### src/rtl/inst_sequencer_pkg.sv
// Shared CPU package: sequencer state encoding, default parameters and widths.
package inst_sequencer_pkg;

    typedef enum logic [1:0] {
        ST_FETCH = 2'd0,
        ST_EXEC0 = 2'd1,
        ST_EXEC1 = 2'd2,
        ST_INT   = 2'd3
    } state_t;

    localparam logic [7:0]  NOP_INST_DEF    = 8'h00;
    localparam int unsigned ACK_TIMEOUT_DEF = 15;
    localparam int unsigned TIMER_W         = 8;

endpackage

### src/rtl/inst_sequencer_fetch_timer.sv
// Fetch wait-cycle counter; flags the cycle in which the wait budget runs out.
module fetch_timer
    import inst_sequencer_pkg::*;
#(
    parameter int unsigned TERM = ACK_TIMEOUT_DEF
) (
    input  logic clk,
    input  logic rst,
    input  logic i_en,
    input  logic i_clr,
    output logic o_tc_c
);

    logic [TIMER_W-1:0] r_cnt;

    assign o_tc_c = i_en && (r_cnt == TIMER_W'(TERM - 1));

    // Terminal count wraps back to zero so the next fetch attempt starts fresh.
    always_ff @(posedge clk or posedge rst) begin
        if (rst) begin
            r_cnt <= '0;
        end else if (i_clr || o_tc_c) begin
            r_cnt <= '0;
        end else if (i_en) begin
            r_cnt <= r_cnt + 1'b1;
        end
    end

endmodule

### src/rtl/inst_sequencer.sv
// Instruction sequencer: fetch, one- or two-cycle execute, interrupt entry.
module inst_sequencer
    import inst_sequencer_pkg::*;
#(
    parameter logic [7:0]  NOP_INST    = NOP_INST_DEF,
    parameter int unsigned ACK_TIMEOUT = ACK_TIMEOUT_DEF
) (
    input  logic       clk,
    input  logic       rst,
    input  logic [7:0] mem_rdata,
    input  logic       mem_ack,
    input  logic       stall,
    input  logic       irq,
    input  logic       ie_set,
    input  logic       ie_clr,
    output logic       mem_req,
    output logic       pc_inc,
    output logic [7:0] inst,
    output logic       cycle,
    output logic       commit,
    output logic       int_take,
    output logic       fault
);

    state_t     r_state;
    state_t     w_state_nxt;
    logic [7:0] r_inst;
    logic [7:0] w_inst_nxt;
    logic       r_ie;
    logic       w_ie_nxt;
    logic       r_fault;
    logic       r_run;
    logic       w_end;
    logic       w_timer_en;
    logic       w_timer_clr;
    logic       w_timer_tc;

    fetch_timer #(
        .TERM (ACK_TIMEOUT)
    ) u_fetch_timer (
        .clk    (clk),
        .rst    (rst),
        .i_en   (w_timer_en),
        .i_clr  (w_timer_clr),
        .o_tc_c (w_timer_tc)
    );

    // r_run keeps requests and strobes quiet until the first edge after reset.
    always_ff @(posedge clk or posedge rst) begin
        if (rst) begin
            r_state <= ST_FETCH;
            r_inst  <= NOP_INST;
            r_ie    <= 1'b0;
            r_fault <= 1'b0;
            r_run   <= 1'b0;
        end else begin
            r_state <= w_state_nxt;
            r_inst  <= w_inst_nxt;
            r_ie    <= w_ie_nxt;
            r_fault <= r_fault | w_timer_tc;
            r_run   <= 1'b1;
        end
    end

    always_comb begin
        w_state_nxt = r_state;
        w_inst_nxt  = r_inst;
        w_end       = 1'b0;
        w_timer_en  = 1'b0;
        w_timer_clr = 1'b1;
        mem_req     = 1'b0;
        pc_inc      = 1'b0;
        cycle       = 1'b0;
        commit      = 1'b0;
        int_take    = 1'b0;

        if (r_run) begin
            unique case (r_state)
                ST_FETCH: begin
                    mem_req     = 1'b1;
                    w_timer_en  = !mem_ack;
                    w_timer_clr = mem_ack;
                    if (mem_ack) begin
                        pc_inc      = 1'b1;
                        w_inst_nxt  = mem_rdata;
                        w_state_nxt = ST_EXEC0;
                    end
                end
                ST_EXEC0: begin
                    if (!stall) begin
                        if (r_inst[7]) begin
                            w_state_nxt = ST_EXEC1;
                        end else begin
                            w_end = 1'b1;
                        end
                    end
                end
                ST_EXEC1: begin
                    cycle = 1'b1;
                    w_end = !stall;
                end
                ST_INT: begin
                    int_take    = 1'b1;
                    w_state_nxt = ST_FETCH;
                end
                default: w_state_nxt = ST_FETCH;
            endcase
        end

        // irq is only looked at here, on the final execute cycle.
        if (w_end) begin
            commit      = 1'b1;
            w_inst_nxt  = NOP_INST;
            w_state_nxt = (irq && r_ie) ? ST_INT : ST_FETCH;
        end

        if (int_take || ie_clr) begin
            w_ie_nxt = 1'b0;
        end else if (ie_set) begin
            w_ie_nxt = 1'b1;
        end else begin
            w_ie_nxt = r_ie;
        end
    end

    assign inst  = r_inst;
    assign fault = r_fault;

endmodule

### config.mk
export PLATFORM = sky130hd
export DESIGN_NAME = inst_sequencer
export DESIGN_NICKNAME = d
export VERILOG_FILES = /design/src/rtl/inst_sequencer_pkg.sv /design/src/rtl/inst_sequencer_fetch_timer.sv /design/src/rtl/inst_sequencer.sv
export SDC_FILE = /design/constraint.sdc
export NUM_CORES = 1
export LEC_CHECK = 0
export CORE_UTILIZATION = 42
export DETAILED_ROUTE_END_ITERATION = 7
export GPL_ROUTABILITY_DRIVEN = 0
export MAX_ROUTING_LAYER = met4
export PLACE_DENSITY = 0.74
export SETUP_SLACK_MARGIN = 0.4
export SYNTH_ARGS = -nofsm -noshare
export SYNTH_HDL_FRONTEND = slang
export SYNTH_SLANG_ARGS = --single-unit
### constraint.sdc
create_clock -name clk -period 1.6 [get_ports clk]
set_clock_uncertainty 0.1 [all_clocks]
set_input_delay 0.4 -clock clk [delete_from_list [all_inputs] [get_ports clk]]
set_output_delay 0.4 -clock clk [all_outputs]
set_load 0.02 [all_outputs]
# Yosys cells after proc, flatten, opt, wreduce, memory -nomap -nowiden
# Index checks and enable logic that the tools add are counted.
# word_totals
ff_bits,21
inputBits,15
output_inout_bits,14
elab_cells,63
# op_classes
addsub,1
n_eq_ne,7
mux,33
n_bitwise,1
n_reduce_logical,15
# ops
operator,n
two-way mux 8 bit,6
two-way mux 1 bit,19
two-way mux 2 bit,6
nonzero test 2 bit,5
!= test 3 bit (second input constant),3
adder 8 x 1 -> 8 bit (second input constant),1
== test 8 x 4 -> 1 bit (second input constant),1
case mux 2 bit (3 select lines),1
AND reduction 5 bit,1
== test 2 bit (second input constant),2
nonzero test 4 bit,1
AND reduction 3 bit,1
== test 2 x 1 -> 1 bit (second input constant),1
logical AND 1 bit,2
logical NOT 1 bit,2
logical NOT 2 bit,1
logical OR 1 bit,2
case mux 1 bit (2 select lines),1
bitwise OR 1 bit,1

# Longest topological paths before layout
# Gate-level depths: netlist of the first run.
# logic_depth
ltp_word,6
depth_mapped,8
depth_no_buf,8

# Cells and area by module
# Synthesis of the first run repeated with hierarchy kept, for this count alone.
# hier_totals
hier_cells,122
area_unflattened_um2,1151.1
# modules_own_cells
mod,n_inst,cells_per_inst,area_per_inst_um2,seq_area_each_um2
inst_sequencer,1,74,698.2,325.3
fetch_timer,1,48,452.9,200.2

# Worst setup path before layout of the first run
# No wires, ideal clock.
# synth_path
path_type,register to output
from,reg r_state[1]
to,out commit
arrival_time_ps,1180
required_time_ps,1100
path_slack_ps,-80
path_stages_with_launch,6
path_cell_list,dfrtp_1 inv_1 ha_1 nor2b_4 o2111ai_4 inv_2
# synth_between
elab_chain_cells,4
# synth_lines
element,line_no,text
from (decl),inst_sequencer.sv:25,state_t r_state;
from (signal assigned),inst_sequencer.sv:57,r_state <= w_state_nxt;
== test 2 bit / == test 2 x 1 -> 1 bit (equally long branches),inst_sequencer.sv:78,unique case (r_state)
case mux 1 bit (2 select lines) *,inst_sequencer.sv:78,
two-way mux 1 bit *,inst_sequencer.sv:77,if (r_run) begin
two-way mux 1 bit *,inst_sequencer.sv:111,if (w_end) begin
to (decl),inst_sequencer.sv:20,"output logic commit,"
# Mark *: on every way between the ends. The rest lies on a longest branch, timed or not.

# Worst setup path after layout of the first run
# layout_path
from,reg r_state[0]
to,out commit
# Same word-level chain as after synthesis.

==> impl_results.html, run 1 <==
<table>
<tr><th>Metric</th><th>Value</th></tr>
<tr><th colspan="2">STA</th></tr>
<tr><td>Final number of setup-violating endpoints</td><td>25</td></tr>
<tr><td>Minimum clock period after layout</td><td>1.99 ns</td></tr>
<tr><td>Setup repair after global routing missed its margin</td><td>yes</td></tr>
<tr><td>Final-report hold violation count</td><td>0</td></tr>
<tr><td>Worst setup slack after layout</td><td>-0.393 ns</td></tr>
<tr><td>Hold Slack</td><td>0.292 ns</td></tr>
<tr><td>Fin crit share</td><td>1.25</td></tr>
<tr><td>Peak Freq</td><td>502 MHz</td></tr>
<tr><td>Max-slew violation count</td><td>0</td></tr>
<tr><th colspan="2">CTS</th></tr>
<tr><td>Number of H-tree levels</td><td>1</td></tr>
<tr><td>Register clock-pin slew on the reported worst setup and hold paths</td><td>0.12 ns</td></tr>
<tr><td>Inserted Clock Buffers</td><td>3</td></tr>
<tr><td>Number of clock sinks</td><td>21</td></tr>
<tr><td>Maximum buffer depth of the clock tree</td><td>2</td></tr>
<tr><td>Clock latency on the worst-skew pair</td><td>0.31 ns</td></tr>
<tr><td>Clock tree root buffer cell</td><td>sky130_fd_sc_hd__clkbuf_4</td></tr>
<tr><td>CTS tree</td><td>yes</td></tr>
<tr><th colspan="2">Run status</th></tr>
<tr><td>Violated checks</td><td>negative setup slack</td></tr>
<tr><td>Outcome</td><td>finished, violations left</td></tr>
<tr><th colspan="2">Placement</th></tr>
<tr><td>Place WS</td><td>-0.635 ns</td></tr>
<tr><td>Placed wire-length estimate after detailed placement</td><td>1760 um</td></tr>
<tr><td>PortBufs</td><td>28</td></tr>
<tr><th colspan="2">Cells and area</th></tr>
<tr><td>Antenna cell count</td><td>0</td></tr>
<tr><td>Synth-to-layout area growth</td><td>76.8%</td></tr>
<tr><td>Number of nets in the final layout</td><td>194</td></tr>
<tr><td>Fraction of final layout cells with drive strength greater than 1</td><td>0.517</td></tr>
<tr><td>Most frequent cells in the layout</td><td>21 x sky130_fd_sc_hd__buf_6, 21 x sky130_fd_sc_hd__buf_4, 20 x sky130_fd_sc_hd__dfrtp_1</td></tr>
<tr><td>Util after Layout</td><td>0.779</td></tr>
<tr><th colspan="2">Route</th></tr>
<tr><td>Per-cell routed wire length</td><td>14.9 um</td></tr>
<tr><td>Remaining antenna violation count after routing</td><td>0</td></tr>
<tr><td>Drt drc</td><td>0</td></tr>
<tr><td>Drt initial violations</td><td>13</td></tr>
<tr><td>Via density per instance</td><td>5.11</td></tr>
<tr><td>Via count of the routed design</td><td>1033</td></tr>
<tr><td>Post-detailed-routing wire length</td><td>3010 um</td></tr>
<tr><td>Pre-antenna DRT Iters</td><td>4</td></tr>
<tr><th colspan="2">Critical path</th></tr>
<tr><td>Largest fanout on the critical path</td><td>3</td></tr>
<tr><td>Arr. time, crit path</td><td>1.49 ns</td></tr>
<tr><td>Critical setup path kind</td><td>reg2out</td></tr>
<tr><td>Endpoint kind of the worst setup timing path</td><td>output pin</td></tr>
<tr><td>CP required</td><td>1.10 ns</td></tr>
<tr><td>Worst Reg2Reg Path Length in Cells</td><td>8</td></tr>
<tr><td>Flop2flop setup slack</td><td>-0.30 ns</td></tr>
<tr><td>Launching element type of the critical path</td><td>flip-flop</td></tr>
<tr><th colspan="2">Synthesis</th></tr>
<tr><td>Xor/xnor share of the synthesized area</td><td>0.0486</td></tr>
<tr><td>Cells after Synth</td><td>110</td></tr>
<tr><td>Top cell type's share of synthesized area</td><td>0.486</td></tr>
<tr><td>Syn Std Cell Area</td><td>1080 sq um</td></tr>
<tr><td>Largest area contributor in the synthesized netlist</td><td>sky130_fd_sc_hd__dfrtp_1</td></tr>
<tr><td>Sequential fraction of the synthesis area</td><td>0.486</td></tr>
<tr><td>Post-synthesis area per instance</td><td>9.84 sq um</td></tr>
<tr><td>Synth Area in Adders</td><td>0.0694</td></tr>
<tr><td>Mux cell area share after synthesis</td><td>0.0382</td></tr>
<tr><td>Count of yosys warnings during synthesis</td><td>0</td></tr>
<tr><td>Largest cells by area after synthesis</td><td>sky130_fd_sc_hd__dfrtp_1 49%, sky130_fd_sc_hd__nand2_1 7.3%, sky130_fd_sc_hd__ha_1 6.9%</td></tr>
<tr><td>Dominant combinational cell family by area after synthesis</td><td>simple AND/OR/NAND/NOR gates</td></tr>
<tr><td>Count of cell types in the netlist</td><td>28</td></tr>
<tr><td>Post-synth net total</td><td>131</td></tr>
<tr><td>Synth Area in Compound Gates</td><td>0.0983</td></tr>
<tr><td>Synth Area in Simple Gates</td><td>0.225</td></tr>
<tr><td>Synth Register Bits</td><td>21</td></tr>
<tr><th colspan="2">Global route</th></tr>
<tr><td>Number of antenna violations at the first check in global routing</td><td>0</td></tr>
<tr><td>Remaining global-route overflow</td><td>0</td></tr>
<tr><td>Global-route wire length before repair</td><td>4370 um</td></tr>
<tr><td>Pin count of the biggest net entering global routing</td><td>22</td></tr>
<tr><td>Total GRT Usage</td><td>0.227</td></tr>
<tr><td>Via count of the first global-routing pass</td><td>938</td></tr>
<tr><th colspan="2">Power and ir drop</th></tr>
<tr><td>Power, Total</td><td>2.78 mW</td></tr>
<tr><td>Leak pwr</td><td>0.871 nW</td></tr>
<tr><td>Power density cells</td><td>1450 nW/um^2</td></tr>
<tr><td>Peak supply drop</td><td>1.24 mV</td></tr>
<tr><th colspan="2">Floorplan</th></tr>
<tr><td>FP Rows</td><td>18</td></tr>
<tr><td>Number of primary I/O pins</td><td>29</td></tr>
<tr><td>Core Region</td><td>2450 sq um</td></tr>
<tr><td>Die Footprint</td><td>2780 sq um</td></tr>
<tr><td>Die W</td><td>52.8 um</td></tr>
<tr><td>Starting density of the core</td><td>0.441</td></tr>
<tr><td>Vertical die dimension</td><td>52.8 um</td></tr>
<tr><th colspan="2">Worst hold path</th></tr>
<tr><td>Type of the worst min-delay path</td><td>in2async</td></tr>
<tr><th colspan="2">Job</th></tr>
<tr><td>Max cap viols</td><td>0</td></tr>
</table>
metal layers:
metal  vias to the layer above  track usage  share of wire
met2                        39        0.357           0.53
met1                       503        0.297           0.40
met4                         0       0.0789          0.027
li1                        484            -              -
met3                         7       0.0348          0.041
met5                         -            -              0
kinds of logic (layout without fill, tap and decap cells):
| logic type | Yosys count | count (layout) |
|---|---|---|
| XOR/XNOR | 6 | 6 |
| buffers and inverters | 9 | 71 |
| other | 1 | 1 |
| AND/OR/NAND/NOR | 49 | 49 |
| adder cells (fa/ha/maj) | 6 | 6 |
| flip-flops | 21 | 21 |
| AO/OA/AOI/OAI | 14 | 14 |
| multiplexers | 4 | 4 |
power breakdown:
group | switching (mW) | internal, mW | total [mW]
combinational | 0.800 | 0.957 | 1.76
sequential | 0.110 | 0.649 | 0.759
clock | 0.168 | 0.0937 | 0.262
total | 1.08 | 1.70 | 2.78
layout make-up:
class                   count  area (sq um)
clock buffers               3          22.5
clock inverters             1          5.00
fillers                   144           542
inverters                   9          51.3
multi-input cells          80           701
flip-flops and latches     21           527
well taps                  30          37.5
repair buffers             58           569
worst max-delay path, cell delays in order, from the launching register on:
cell and delay (ns):
sky130_fd_sc_hd__dfrtp_2 0.46, sky130_fd_sc_hd__ha_4 0.17, sky130_fd_sc_hd__nor2b_4 0.13, sky130_fd_sc_hd__o2111ai_4 0.23, sky130_fd_sc_hd__inv_4 0.07, sky130_fd_sc_hd__buf_6 0.13
sequential cells by signal, summed over array words and instances (netlist names):
| signal | count |
|---|---|
| r_run | 1 |
| r_ie | 1 |
| inst | 8 |
| u_fetch_timer.r_cnt | 8 |
| fault | 1 |
| r_state | 2 |
stage by stage:
step	setup TNS, ns	instance area [sq um]	std cells
final	-2.92	1910	202
after global routing	-4.55	1910	202
after CTS	-1.91	1730	190
after detailed placement	-3.56	1570	182
after global placement	-3.11	1570	182
after floorplan	-0.00364	1150	110
synth_stat cells:
cell type	number
sky130_fd_sc_hd__and2_1	3
sky130_fd_sc_hd__or3_4	1
sky130_fd_sc_hd__o21ai_2	1
sky130_fd_sc_hd__nand2_4	1
sky130_fd_sc_hd__xnor2_1	1
sky130_fd_sc_hd__nand2b_1	1
sky130_fd_sc_hd__xor2_1	5
sky130_fd_sc_hd__nor2_1	11
sky130_fd_sc_hd__mux2i_1	3
sky130_fd_sc_hd__and2_0	1
sky130_fd_sc_hd__mux2_2	1
sky130_fd_sc_hd__nor3_1	1
sky130_fd_sc_hd__o41ai_1	1
sky130_fd_sc_hd__o2111ai_4	1
sky130_fd_sc_hd__nor2b_4	1
sky130_fd_sc_hd__nand3_1	1
sky130_fd_sc_hd__inv_2	3
sky130_fd_sc_hd__nand4_1	3
sky130_fd_sc_hd__nand2_1	21
sky130_fd_sc_hd__o22a_1	2
sky130_fd_sc_hd__inv_1	6
sky130_fd_sc_hd__dfrtp_1	21
sky130_fd_sc_hd__a21oi_1	9
sky130_fd_sc_hd__conb_1	1
sky130_fd_sc_hd__nand3b_1	2
sky130_fd_sc_hd__and3_1	1
sky130_fd_sc_hd__or3_1	1
sky130_fd_sc_hd__ha_1	6
worst paths after layout:
| check | startpoint | end |
|---|---|---|
| setup / recovery | r_state[0] | commit |
| hold / removal | rst | inst[2] |
| setup reg to reg | r_state[0] | r_state[0] |
| min in group clk | inst[5] | inst[5] |
| hold reg to reg | inst[5] | inst[5] |
| max in group asynchronous | rst | r_state[0] |
what timing repair did:
action,in CTS,in global routing
hold buffers,0,0
gates resized for setup,107,23
buffers inserted,4,12
endpoints found under the hold margin,0,0
endpoints found under the setup margin,34,34
pin swaps,20,6
cloned,0,0
(Power assumes the default switching activity.)
==> run 2, diff against run 1 <==
Settings changed: CORE_UTILIZATION 42 to 41, CTS_CLUSTER_SIZE from default to 20, PLACE_DENSITY 0.74 to 0.72.
==> run 2 against run 1 <==
- the run still ends with negative setup slack left
- die area rose by 2.4%
- first-iteration DRC count is 23% higher
- via count down 2.8%
- power shrank 7.8%
- final area fell by 8.3%
==> impl_results.html, run 2 (same netlist as run 1, synthesis figures left out) <==
<table>
<tr><th>Metric</th><th>Value</th></tr>
<tr><th colspan="2">STA</th></tr>
<tr><td>Final number of setup-violating endpoints</td><td>7 (was 25)</td></tr>
<tr><td>Final-report hold violation count</td><td>0 (unchanged)</td></tr>
<tr><td>Peak Freq</td><td>505 MHz (was 502 MHz)</td></tr>
<tr><td>Max-slew violation count</td><td>0 (unchanged)</td></tr>
<tr><td>Worst setup slack after layout</td><td>-0.379 ns (was -0.393 ns)</td></tr>
<tr><td>Setup repair after global routing missed its margin</td><td>yes (unchanged)</td></tr>
<tr><td>Fin crit share</td><td>1.24 (was 1.25)</td></tr>
<tr><td>Minimum clock period after layout</td><td>1.98 ns (was 1.99 ns)</td></tr>
<tr><th colspan="2">Critical path</th></tr>
<tr><td>Combined buffer and inverter count along the critical path</td><td>2 (unchanged)</td></tr>
<tr><td>Worst Reg2Reg Path Length in Cells</td><td>8 (unchanged)</td></tr>
<tr><td>Crit-path max cell delay</td><td>0.47 ns (was 0.46 ns)</td></tr>
<tr><td>RR Startpoint</td><td>r_state[0] (unchanged)</td></tr>
<tr><td>Largest fanout on the critical path</td><td>3 (unchanged)</td></tr>
<tr><td>Critical setup path kind</td><td>reg2out (unchanged)</td></tr>
<tr><td>Worst r2r dst</td><td>r_state[0] (unchanged)</td></tr>
<tr><td>Cells along the critical path</td><td>ha_4 -&gt; nor2b_4 -&gt; o2111ai_4 -&gt; inv_4 -&gt; buf_6 (unchanged)</td></tr>
<tr><td>CP required</td><td>1.10 ns (about the same)</td></tr>
<tr><td>Endpoint kind of the worst setup timing path</td><td>output pin (unchanged)</td></tr>
<tr><td>Arr. time, crit path</td><td>1.48 ns (was 1.49 ns)</td></tr>
<tr><td>Cell with the biggest individual delay on the critical path</td><td>sky130_fd_sc_hd__dfrtp_2 (unchanged)</td></tr>
<tr><td>Launching element type of the critical path</td><td>flip-flop (unchanged)</td></tr>
<tr><td>Flop2flop setup slack</td><td>-0.30 ns (about the same)</td></tr>
<tr><td>Largest delay share family, worst path</td><td>flip-flops (unchanged)</td></tr>
<tr><th colspan="2">CTS</th></tr>
<tr><td>CTS Hold Bufs</td><td>0 (unchanged)</td></tr>
<tr><td>Register clock-pin slew on the reported worst setup and hold paths</td><td>0.12 ns (about the same)</td></tr>
<tr><td>Number of clock sinks</td><td>21 (unchanged)</td></tr>
<tr><td>CTS tree</td><td>yes (unchanged)</td></tr>
<tr><td>Clock latency on the worst-skew pair</td><td>0.31 ns (about the same)</td></tr>
<tr><td>Clock tree root buffer cell</td><td>sky130_fd_sc_hd__clkbuf_4 (unchanged)</td></tr>
<tr><td>Maximum buffer depth of the clock tree</td><td>2 (unchanged)</td></tr>
<tr><td>Number of H-tree levels</td><td>1 (unchanged)</td></tr>
<tr><td>Inserted Clock Buffers</td><td>3 (unchanged)</td></tr>
<tr><th colspan="2">Cells and area</th></tr>
<tr><td>Fraction of final layout cells with drive strength greater than 1</td><td>0.399 (was 0.517)</td></tr>
<tr><td>Most frequent cells in the layout</td><td>20 x sky130_fd_sc_hd__nand2_1, 20 x sky130_fd_sc_hd__dfrtp_1, 18 x sky130_fd_sc_hd__buf_6 (was 21 x sky130_fd_sc_hd__buf_6, 21 x sky130_fd_sc_hd__buf_4, 20 x sky130_fd_sc_hd__dfrtp_1)</td></tr>
<tr><td>Antenna cell count</td><td>0 (unchanged)</td></tr>
<tr><td>Synth-to-layout area growth</td><td>62.1% (was 76.8%)</td></tr>
<tr><td>Number of nets in the final layout</td><td>185 (was 194)</td></tr>
<tr><td>Util after Layout</td><td>0.708 (was 0.779)</td></tr>
<tr><th colspan="2">Power and ir drop</th></tr>
<tr><td>Peak supply drop</td><td>1.13 mV (was 1.24 mV)</td></tr>
<tr><td>Leak pwr</td><td>0.800 nW (was 0.871 nW)</td></tr>
<tr><td>Power density cells</td><td>1460 nW/um^2 (was 1450 nW/um^2)</td></tr>
<tr><th colspan="2">Global route</th></tr>
<tr><td>Number of antenna violations at the first check in global routing</td><td>0 (unchanged)</td></tr>
<tr><td>Global-route track usage on met2</td><td>0.390 (was 0.357)</td></tr>
<tr><td>GRT Max-Usage Layer</td><td>met2 (unchanged)</td></tr>
<tr><td>Global routing usage on met1</td><td>0.277 (was 0.297)</td></tr>
<tr><td>Remaining global-route overflow</td><td>0 (unchanged)</td></tr>
<tr><td>Via count of the first global-routing pass</td><td>956 (was 938)</td></tr>
<tr><td>Global-route wire length before repair</td><td>4420 um (was 4370 um)</td></tr>
<tr><td>Total GRT Usage</td><td>0.227 (about the same)</td></tr>
<tr><td>Pin count of the biggest net entering global routing</td><td>22 (unchanged)</td></tr>
<tr><td>Global Route met3 Usage</td><td>0.0201 (was 0.0348)</td></tr>
<tr><th colspan="2">Placement</th></tr>
<tr><td>Place WS</td><td>-0.657 ns (was -0.635 ns)</td></tr>
<tr><td>PortBufs</td><td>28 (unchanged)</td></tr>
<tr><td>Placed wire-length estimate after detailed placement</td><td>1840 um (was 1760 um)</td></tr>
<tr><th colspan="2">Floorplan</th></tr>
<tr><td>FP Rows</td><td>18 (unchanged)</td></tr>
<tr><td>Core Region</td><td>2480 sq um (was 2450 sq um)</td></tr>
<tr><td>Number of primary I/O pins</td><td>29 (unchanged)</td></tr>
<tr><td>Vertical die dimension</td><td>53.4 um (was 52.8 um)</td></tr>
<tr><td>Die W</td><td>53.4 um (was 52.8 um)</td></tr>
<tr><td>Die Footprint</td><td>2850 sq um (was 2780 sq um)</td></tr>
<tr><td>Starting density of the core</td><td>0.437 (was 0.441)</td></tr>
<tr><th colspan="2">Route</th></tr>
<tr><td>Via count of the routed design</td><td>1004 (was 1033)</td></tr>
<tr><td>Pre-antenna DRT Iters</td><td>4 (unchanged)</td></tr>
<tr><td>Drt drc</td><td>0 (unchanged)</td></tr>
<tr><td>Per-cell routed wire length</td><td>14.5 um (was 14.9 um)</td></tr>
<tr><td>Drt initial violations</td><td>16 (was 13)</td></tr>
<tr><td>Post-detailed-routing wire length</td><td>2790 um (was 3010 um)</td></tr>
<tr><td>Remaining antenna violation count after routing</td><td>0 (unchanged)</td></tr>
<tr><td>Via density per instance</td><td>5.20 (was 5.11)</td></tr>
<tr><th colspan="2">Run status</th></tr>
<tr><td>Outcome</td><td>finished, violations left (unchanged)</td></tr>
<tr><td>Violated checks</td><td>negative setup slack (unchanged)</td></tr>
<tr><th colspan="2">Job</th></tr>
<tr><td>Max cap viols</td><td>0 (unchanged)</td></tr>
<tr><th colspan="2">Worst hold path</th></tr>
<tr><td>Type of the worst min-delay path</td><td>in2async (unchanged)</td></tr>
</table>
[run 2: changes by cell type in the layout (fill, tap and decap cells not counted), sizes merged]
cell	before	now
buf	44	35
clkbuf	3	4
clkinv	2	0
inv	8	9
[run 2: area by class of cell]
cell class	count	area, sq um
flip-flops and latches	21	527
multi-input cells	80	647
well taps	30	37.5
repair buffers	49	470
inverters	9	46.3
clock buffers	4	26.3
fillers	192	723
[run 2: tightest hold or removal path: stages]
cell and delay, ns:
sky130_fd_sc_hd__clkdlybuf4s50_1 0.39, sky130_fd_sc_hd__inv_1 0.05, sky130_fd_sc_hd__buf_4 0.26
[run 2: repair_timing]
| item | CTS | global route |
|---|---|---|
| resized for setup | 97 | 6 |
| setup endpoints to repair | 34 | 34 |
| buffers inserted | 3 | 5 |
| pin swaps | 10 | 7 |
[run 2: per-stage QoR]
stage               hold slack (ns)  total power, mW  instances  instance area, sq um   TNS, ns
finish                        0.292             2.56        193                  1750     -2.23
global route                  0.328             2.72        193                  1750     -2.59
CTS                           0.309             2.37        188                  1690     -2.12
detailed placement            0.355             1.95        181                  1570     -4.06
global placement              0.346             1.91        181                  1570     -3.62
floorplan                     0.277             1.44        110                  1150  -0.00364
[run 2: worst max-delay path by stage]
stage / cells past startpoint / slack (ns) / from / endpoint
3_5_place_dp: 5 / -0.66 / stall / commit
4_1_cts: 5 / -0.37 / r_state[0] / commit
3_3_place_gp: 5 / -0.64 / stall / commit
6_report: 5 / -0.38 / r_state[0] / commit
2_1_floorplan: 5 / -0.004 / r_state[1] / commit
5_1_grt: 5 / -0.44 / r_state[0] / commit
[run 2: power by group]
group | internal [mW] | leakage (nW) | switching (mW)
clock network | 0.0977 | 0.0150 | 0.166
logic | 0.838 | 0.514 | 0.703
registers | 0.649 | 0.272 | 0.107
[run 2: per-layer routing]
layer / vias up / part of all wire
met2: 35 / 0.54
met1: 491 / 0.39
li1: 471 / -
met4: 0 / 0.023
met5: - / 0
met3: 7 / 0.046
==> variant, RTL diff (settings of run 1) <==
Register the input `irq` before use, cleared by the reset. The logic sees it one clock later. The other inputs are not delayed to match. Comments in the files are not updated.
--- a/src/rtl/inst_sequencer.sv
+++ b/src/rtl/inst_sequencer.sv
@@ -21,6 +21,16 @@
     output logic       int_take,
     output logic       fault
 );
+
+    logic irq_q;
+
+    always_ff @(posedge clk or posedge rst) begin
+        if (rst) begin
+            irq_q <= '0;
+        end else begin
+            irq_q <= irq;
+        end
+    end
 
     state_t     r_state;
     state_t     w_state_nxt;
@@ -111,7 +121,7 @@
         if (w_end) begin
             commit      = 1'b1;
             w_inst_nxt  = NOP_INST;
-            w_state_nxt = (irq && r_ie) ? ST_INT : ST_FETCH;
+            w_state_nxt = (irq_q && r_ie) ? ST_INT : ST_FETCH;
         end
 
         if (int_take || ie_clr) begin
Function: changed (a bounded check fails within 4 cycles, from zero or initial values and one cycle with rst high).
==> variant against run 1 <==
The flow still finishes with violations (setup timing). Clock power up 12%. Area after synthesis rose by 1.4%. Worst setup slack improved by 0.034 ns. Sequential cell count rose by 1. Cell area down 7.3%. Critical path depth stayed put. Count of clock-buffer cells in the layout up 1. Routed wire length shrank 17%. Maximum frequency rose by 1.7%. Total power down 7.8%. Sequential share of layout area increased by 3.6 points. Utilization down 6.3 points. Critical path type unchanged. First-iteration DRC count decreased by 54%. Hold slack improved by 0.021 ns.
==> variant: results (changes against run 1) <==
Parameter                              Value

Run status
  Result of the run    finished, violations left (unchanged)
  Violated checks    setup timing (unchanged)

STA
  Final setup margin    -0.359 ns (was -0.393 ns)
  Final setup viols    7 (was 25)
  Worst Hold Slack    0.313 ns (was 0.292 ns)

Global routing
  GRT Resource Usage Total    20.5% (was 22.7%)
  Number of global-route vias before repair    928 (was 938)

Drt
  Routed WL per cell    13.0 µm (was 14.9 µm)
  Vias per inst    4.94 (was 5.11)
  Drt pass-1 iters    6 (was 4)

Placed design
  Post-placement worst setup slack    -0.645 ns (was -0.635 ns)
  Post-detailed-placement cell area    1550 µm² (was 1570 µm²)
  Detailed-placement wirelength estimate    1830 µm (was 1760 µm)

Power
  Internal power    1.63 mW (was 1.70 mW)
  Leakage Power    0.802 nW (was 0.871 nW)
  Power in sequential cells    0.779 mW (was 0.759 mW)

Final layout
  Signal buf overhead    26.1% (was 29.8%)
  Count of placed standard cells in the final layout, fillers left out    193 (was 202)
  Total area of multi-input combinational cells    643 µm² (was 701 µm²)
  Fraction of the core area covered by cells at the end of the flow    71.6% (was 77.9%)
  Non-CTS buffers    48 (was 58)

CTS
  Clock Sinks    22 (was 21)

Synthesis
  Commonest cells in the synthesized netlist    23 x nand2_1, 22 x dfrtp_1, 10 x nor2_1, 9 x a21oi_1, 7 x inv_1 (was 21 x dfrtp_1, 21 x nand2_1, 11 x nor2_1, 9 x a21oi_1)
  Largest cells by area after synthesis    dfrtp_1 50%, nand2_1 7.9%, ha_1 6.8%, a21oi_1 4.1%, xor2_1 4.0% (was dfrtp_1 49%, nand2_1 7.3%, ha_1 6.9%, a21oi_1 4.2%, xor2_1 4.0%)
  Part of the Yosys area used for sequential elements    50.2% (was 48.6%)
==> variant: cell families (layout without fill, tap and decap cells) <==
| logic type | count (synthesis) | in the layout | share of synthesized area [%] |
|---|---|---|---|
| AOI/OAI and AO/OA | 13 | 13 | 8.78 |
| buffers and inverters | 9 | 61 | 3.08 |
| muxes | 4 | 4 | 3.76 |
| other | 1 | 1 | 0.342 |
| DFF | 22 | 22 | 50.2 |
| adders and majority gates | 6 | 6 | 6.84 |
| and+or+nand+nor | 50 | 50 | 22.2 |
| xor gates and xnor gates | 6 | 6 | 4.79 |
==> variant: worst paths after layout <==
path                                                    start                                  to  cells past startpoint
max                                    r_state[0]$_DFFE_PP0P_                              commit                      5
min                                                       rst  u_fetch_timer.r_cnt[0]$_DFFE_PP0P_                      3
max reg2reg                            r_state[0]$_DFFE_PP0P_              r_state[0]$_DFFE_PP0P_                      8
min reg2reg                u_fetch_timer.r_cnt[0]$_DFFE_PP0P_  u_fetch_timer.r_cnt[0]$_DFFE_PP0P_                      1
max in group asynchronous                                 rst              r_state[0]$_DFFE_PP0P_                      3
min in group clk           u_fetch_timer.r_cnt[0]$_DFFE_PP0P_  u_fetch_timer.r_cnt[0]$_DFFE_PP0P_                      1
==> variant: layer usage <==
layer / vias to the layer above / wire length, µm / global-route usage, %
li1: 471 / - / -
met1: 454 / 1080 / 25.5
met2: 25 / 1280 / 33.8
met3: 4 / 113 / 3.45
met4: 0 / 29 / 6.58
met5: - / 0 / -
==> variant: what timing repair did <==
| action | 4_1_cts | 5_1_grt |
|---|---|---|
| endpoints found under the setup margin | 34 | 34 |
| setup buffers | 4 | 3 |
| gates resized for setup | 93 | 20 |
| cloned | 0 | 0 |
| pin swaps | 6 | 6 |
| hold buffers | 0 | 0 |
| endpoints found under the hold margin | 0 | 0 |
